<file path="src/rtl/mem_arbiter.sv">
// Word-level arbiter between the icache/dcache memory ports and a single RAM port.
// The dcache wins by default; the icache is forced in after D_MAX back-to-back dcache words.
module mem_arbiter #(
  parameter int          D_MAX    = 4,
  parameter logic [31:0] ERR_WORD = 32'hBAD1BAD1
) (
  input  logic        CLK,
  input  logic        nRST,
  input  logic        iREN,
  input  logic [31:0] iaddr,
  output logic        iwait,
  output logic [31:0] iload,
  input  logic        dREN,
  input  logic        dWEN,
  input  logic [31:0] daddr,
  input  logic [31:0] dstore,
  output logic        dwait,
  output logic [31:0] dload,
  output logic        ramREN,
  output logic        ramWEN,
  output logic [31:0] ramaddr,
  output logic [31:0] ramstore,
  input  logic [31:0] ramload,
  input  logic        ram_ready,
  input  logic        ram_error,
  output logic        err_flag
);

  typedef enum logic [1:0] {IDLE, ISERV, DSERV} state_t;

  localparam logic [2:0] DCNT_MAX = 3'(D_MAX);

  state_t      state_q, state_d;
  logic [2:0]  dcnt_q, dcnt_d;
  logic        err_q, err_d;
  logic        d_req;
  logic        ram_done;
  logic [31:0] word_in;

  assign d_req    = dREN | dWEN;
  assign ram_done = ram_ready | ram_error;
  // An error completion wins over a simultaneous ready.
  assign word_in  = ram_error ? ERR_WORD : ramload;
  assign err_flag = err_q;

  function automatic state_t arb(input logic dq, input logic iq, input logic [2:0] cnt);
    if (dq && !(iq && cnt == DCNT_MAX))
      return DSERV;
    else if (iq)
      return ISERV;
    else
      return IDLE;
  endfunction

  always_ff @(posedge CLK or negedge nRST) begin
    if (!nRST) begin
      state_q <= IDLE;
      dcnt_q  <= 3'd0;
      err_q   <= 1'b0;
    end else begin
      state_q <= state_d;
      dcnt_q  <= dcnt_d;
      err_q   <= err_d;
    end
  end

  always_comb begin
    state_d  = state_q;
    dcnt_d   = dcnt_q;
    err_d    = err_q;
    iwait    = 1'b1;
    dwait    = 1'b1;
    iload    = 32'd0;
    dload    = 32'd0;
    ramREN   = 1'b0;
    ramWEN   = 1'b0;
    ramaddr  = 32'd0;
    ramstore = 32'd0;

    case (state_q)
      IDLE: begin
        state_d = arb(d_req, iREN, dcnt_q);
      end

      DSERV: begin
        if (!d_req) begin
          state_d = IDLE;
        end else begin
          ramaddr  = daddr;
          ramstore = dstore;
          if (dWEN) ramWEN = 1'b1;
          else      ramREN = 1'b1;
          if (ram_done) begin
            dwait = 1'b0;
            dload = word_in;
            if (ram_error) err_d = 1'b1;
            if (!iREN)                    dcnt_d = 3'd0;
            else if (dcnt_q != DCNT_MAX) dcnt_d = dcnt_q + 3'd1;
            // Re-arbitrate with the updated count so the next word issues without a bubble.
            state_d = arb(d_req, iREN, dcnt_d);
          end
        end
      end

      ISERV: begin
        if (!iREN) begin
          state_d = IDLE;
        end else begin
          ramREN  = 1'b1;
          ramaddr = iaddr;
          if (ram_done) begin
            iwait  = 1'b0;
            iload  = word_in;
            dcnt_d = 3'd0;
            if (ram_error) err_d = 1'b1;
            state_d = arb(d_req, iREN, dcnt_d);
          end
        end
      end

      default: state_d = IDLE;
    endcase
  end

endmodule
</file>
<file path="config.mk">
export PLATFORM = sky130hd
export DESIGN_NAME = mem_arbiter
export DESIGN_NICKNAME = d
export VERILOG_FILES = /design/src/rtl/mem_arbiter.sv
export SDC_FILE = /design/constraint.sdc
export NUM_CORES = 1
export LEC_CHECK = 0
export ABC_AREA = 0
export CORE_AREA = 2 2 103 105
export CTS_CLUSTER_DIAMETER = 60
export DETAILED_ROUTE_END_ITERATION = 10
export DIE_AREA = 0 0 105 107
export GPL_TIMING_DRIVEN = 0
export PLACE_DENSITY = 0.63
export SLEW_MARGIN = 20
export SYNTH_ARGS = -nofsm -noshare
export SYNTH_HDL_FRONTEND = slang
export SYNTH_SLANG_ARGS = --single-unit
</file>
<file path="constraint.sdc">
create_clock -name CLK -period 4.65 [get_ports CLK]
set_input_delay 1.1625 -clock CLK [delete_from_list [all_inputs] [get_ports CLK]]
set_output_delay 1.1625 -clock CLK [all_outputs]
set_load 0.03 [all_outputs]
</file>
==> metrics.txt <==
DR vias=3041; CTS clk-pin slew, worst paths=0.04 ns; reg-to-reg endpoint=dcnt_q[0]; Syn-to-layout area delta=168%; R2R setup slack=2.79 ns; Comb power frac=0.910; sw frac=0.543; Std-Cell Rows=37; number of global-route vias before repair=2955; GRT overflow=0; Synth top area share=0.192; Slew Limit Fails=0; synthesis-stage register bit count=6; crit end category=primary output; post-synth cell types=35; synthesized cell area=0.00172 mm^2; ANT cells=0; Die Ht=107 um; Net Sw Power=1.02 mW; CP Capture Point=dload[13]; Post-Syn Area per Cell=6.05 um^2; total number of clock tree sinks=6; top post-synthesis cells by area=nor2_1 19%, a22oi_1 14%, and2_1 12%; DRC=0; Req. time, crit path=3.49 ns; Max Fclk=0.221 GHz; CP max FO=10; Final Util=0.459; largest area contributor in the netlist=nor2_1; Crit Path Class=primary input to primary output; Post-Syn Nets=426; largest net degree at the start of global routing=11; Worst EP arrival=3.37 ns; max-cap viol count=0; Pre-antenna DRT Iters=4; power after layout=1.87 mW; r2r startpoint=state_q[1]; Setup crit start kind=primary input; first-pass GRT wire length=14900 um; total track usage=0.165; Int Pwr=855 uW; cells after synthesis=285; min Tclk post-route=4.53 ns; Hold WC Path Type=flop to flop; share of cells above drive strength 1=0.0451; RSZ-0062 raised after global routing=false; Final #Nets=697; Worst IR Drop VDD=0.000165 V; Fin Clk Skew=0.00456 ns; Yosys warnings=0; Synth async-reset ratio=1.00; Final ANT Viol Nets=0; Lkg Pwr=2.31 nW; antenna violations before repair=0; Seq/Total Area, Yosys=0.0871; number of buffers created by CTS=3; status=completed; final worst path period share=0.975; H-tree levels=1; clock buffer depth=2; relative max-transition margin=0.682; vias per cell=4.41; DR WL/cell=15.0 um; dpl hpwl=9100 um; clock share of power=0.041; DRT iter0 DRCs=111; top_reg_cell synth=dfrtp_1; core area=0.0101 mm^2; Setup violations, final=0; Post-synth EDFFs=0; Worst Tran Pin Value=0.476 ns; crit path launch=dWEN; # port buffers=266; clk_lat worst skew=0.22 ns; CTS root buffer=clkbuf_8; CTS tree=yes; Flop pwr share=0.049; Ports=268; r2r worst-path depth=6; endpoints failing hold=0; routed wire length=10300 um; postcts setup bufs=0; DIE AREA=0.0112 mm^2; GPL Wtd Cong=0.869; Die X=105 um; # fillers=1056; pwr/cell area=405 mW/mm^2; WHS=0.477 ns; Initial Utilization=0.171
worst min path at each step:
| stage | to | depth (start not counted) | start | slack (ns) |
|---|---|---|---|---|
| 2_1_floorplan | dcnt_q[1] | 1 | dcnt_q[1] | 0.51 |
| 3_3_place_gp | err_flag | 1 | err_flag | 0.46 |
| 3_5_place_dp | err_flag | 1 | err_flag | 0.48 |
| 4_1_cts | err_flag | 1 | err_flag | 0.48 |
| 5_1_grt | err_flag | 1 | err_flag | 0.50 |
| 6_report | err_flag | 1 | err_flag | 0.48 |
stage by stage:
stage	std cells	setup WS [ns]	cell area, um^2	TNS [ns]
6_report	690	0.119	4630	0
2_1_floorplan	285	1.26	1720	0
4_1_cts	690	0.0000313	4560	0
3_3_place_gp	687	-0.143	4560	-2.38
5_1_grt	690	0.0124	4630	0
3_5_place_dp	687	-0.147	4560	-1.47
synth_stat cells, drive strengths merged, types with 2 or more instances:
library cell / number
a22o: 2
nor2b: 33
buf: 9
nor2: 89
nand2: 5
a22oi: 33
o31ai: 2
o21ai: 5
nand2b: 15
o21a: 2
clkbuf: 16
ha: 6
inv: 5
and2: 34
a21oi: 5
dfrtp: 6
placed cells by master (no fill, tap or decap), types with 3 or more instances in the layout:
cell type / count
clkbuf_1: 10
dlymetal6s2s_1: 25
clkdlybuf4s15_1: 3
nand2b_1: 15
dfrtp_1: 6
nor2_1: 88
clkbuf_8: 3
clkdlybuf4s50_1: 208
ha_1: 6
a22oi_1: 33
buf_2: 9
inv_1: 5
dlygate4sd2_1: 29
a21oi_1: 5
nand2_1: 5
o21ai_0: 5
clkbuf_2: 7
nor2b_1: 33
and2_1: 34
cell type report:
type	count	area (um^2)	area share
Inverter	5	18.8	0.00406
Tap cell	136	170	0.0368
Clock buffer	3	41.3	0.00892
Timing Repair Buffer	266	2680	0.580
Buffer	25	113	0.0243
Sequential cell	6	150	0.0324
Multi-Input combinational cell	249	1450	0.314
power groups by stage:
stage	registers (mW)	clock network, mW	logic [mW]
floorplan	0.0869	0	1.03
global placement	0.0910	0	1.74
detailed placement	0.0922	0	1.75
CTS	0.0917	0.0779	1.73
global route	0.0949	0.0808	1.82
finish	0.0916	0.0763	1.70
logic make-up (layout without fill, tap and decap cells):
group                    Yosys count  after routing  synth area share
buffers and inverters             30            299            0.0718
AND/OR/NAND/NOR                  182            182             0.526
AO/OA/AOI/OAI                     60             60             0.265
flip-flops                         6              6            0.0871
multiplexers                       1              1           0.00653
adder cells (fa/ha/maj)            6              6            0.0435
sequential cells by signal, indices dropped and copies added, names as in the netlist:
| register | flops |
|---|---|
| err_flag | 1 |
| dcnt_q | 3 |
| state_q | 2 |
critical path, cell delays in order:
cell and delay, ns:
clkdlybuf4s50_1 0.60, o21a_2 0.25, nand2_1 0.19, clkbuf_1 0.27, nor2_1 0.20, clkdlybuf4s50_1 0.69
timing repair:
action,in CTS,in global routing
pin swaps,0,0
endpoints found under the setup margin,36,78
hold buffers,0,0
resized for setup,34,41
metal layers:
metal | GRT usage | up-vias | part of all wire
li1 | - | 1486 | -
met1 | 0.155 | 1353 | 0.35
met2 | 0.338 | 184 | 0.53
met3 | 0.0553 | 18 | 0.11
met4 | 0.0390 | 0 | 0.020
met5 | 0 | - | 0
Power figures use the tool's default switching activity.
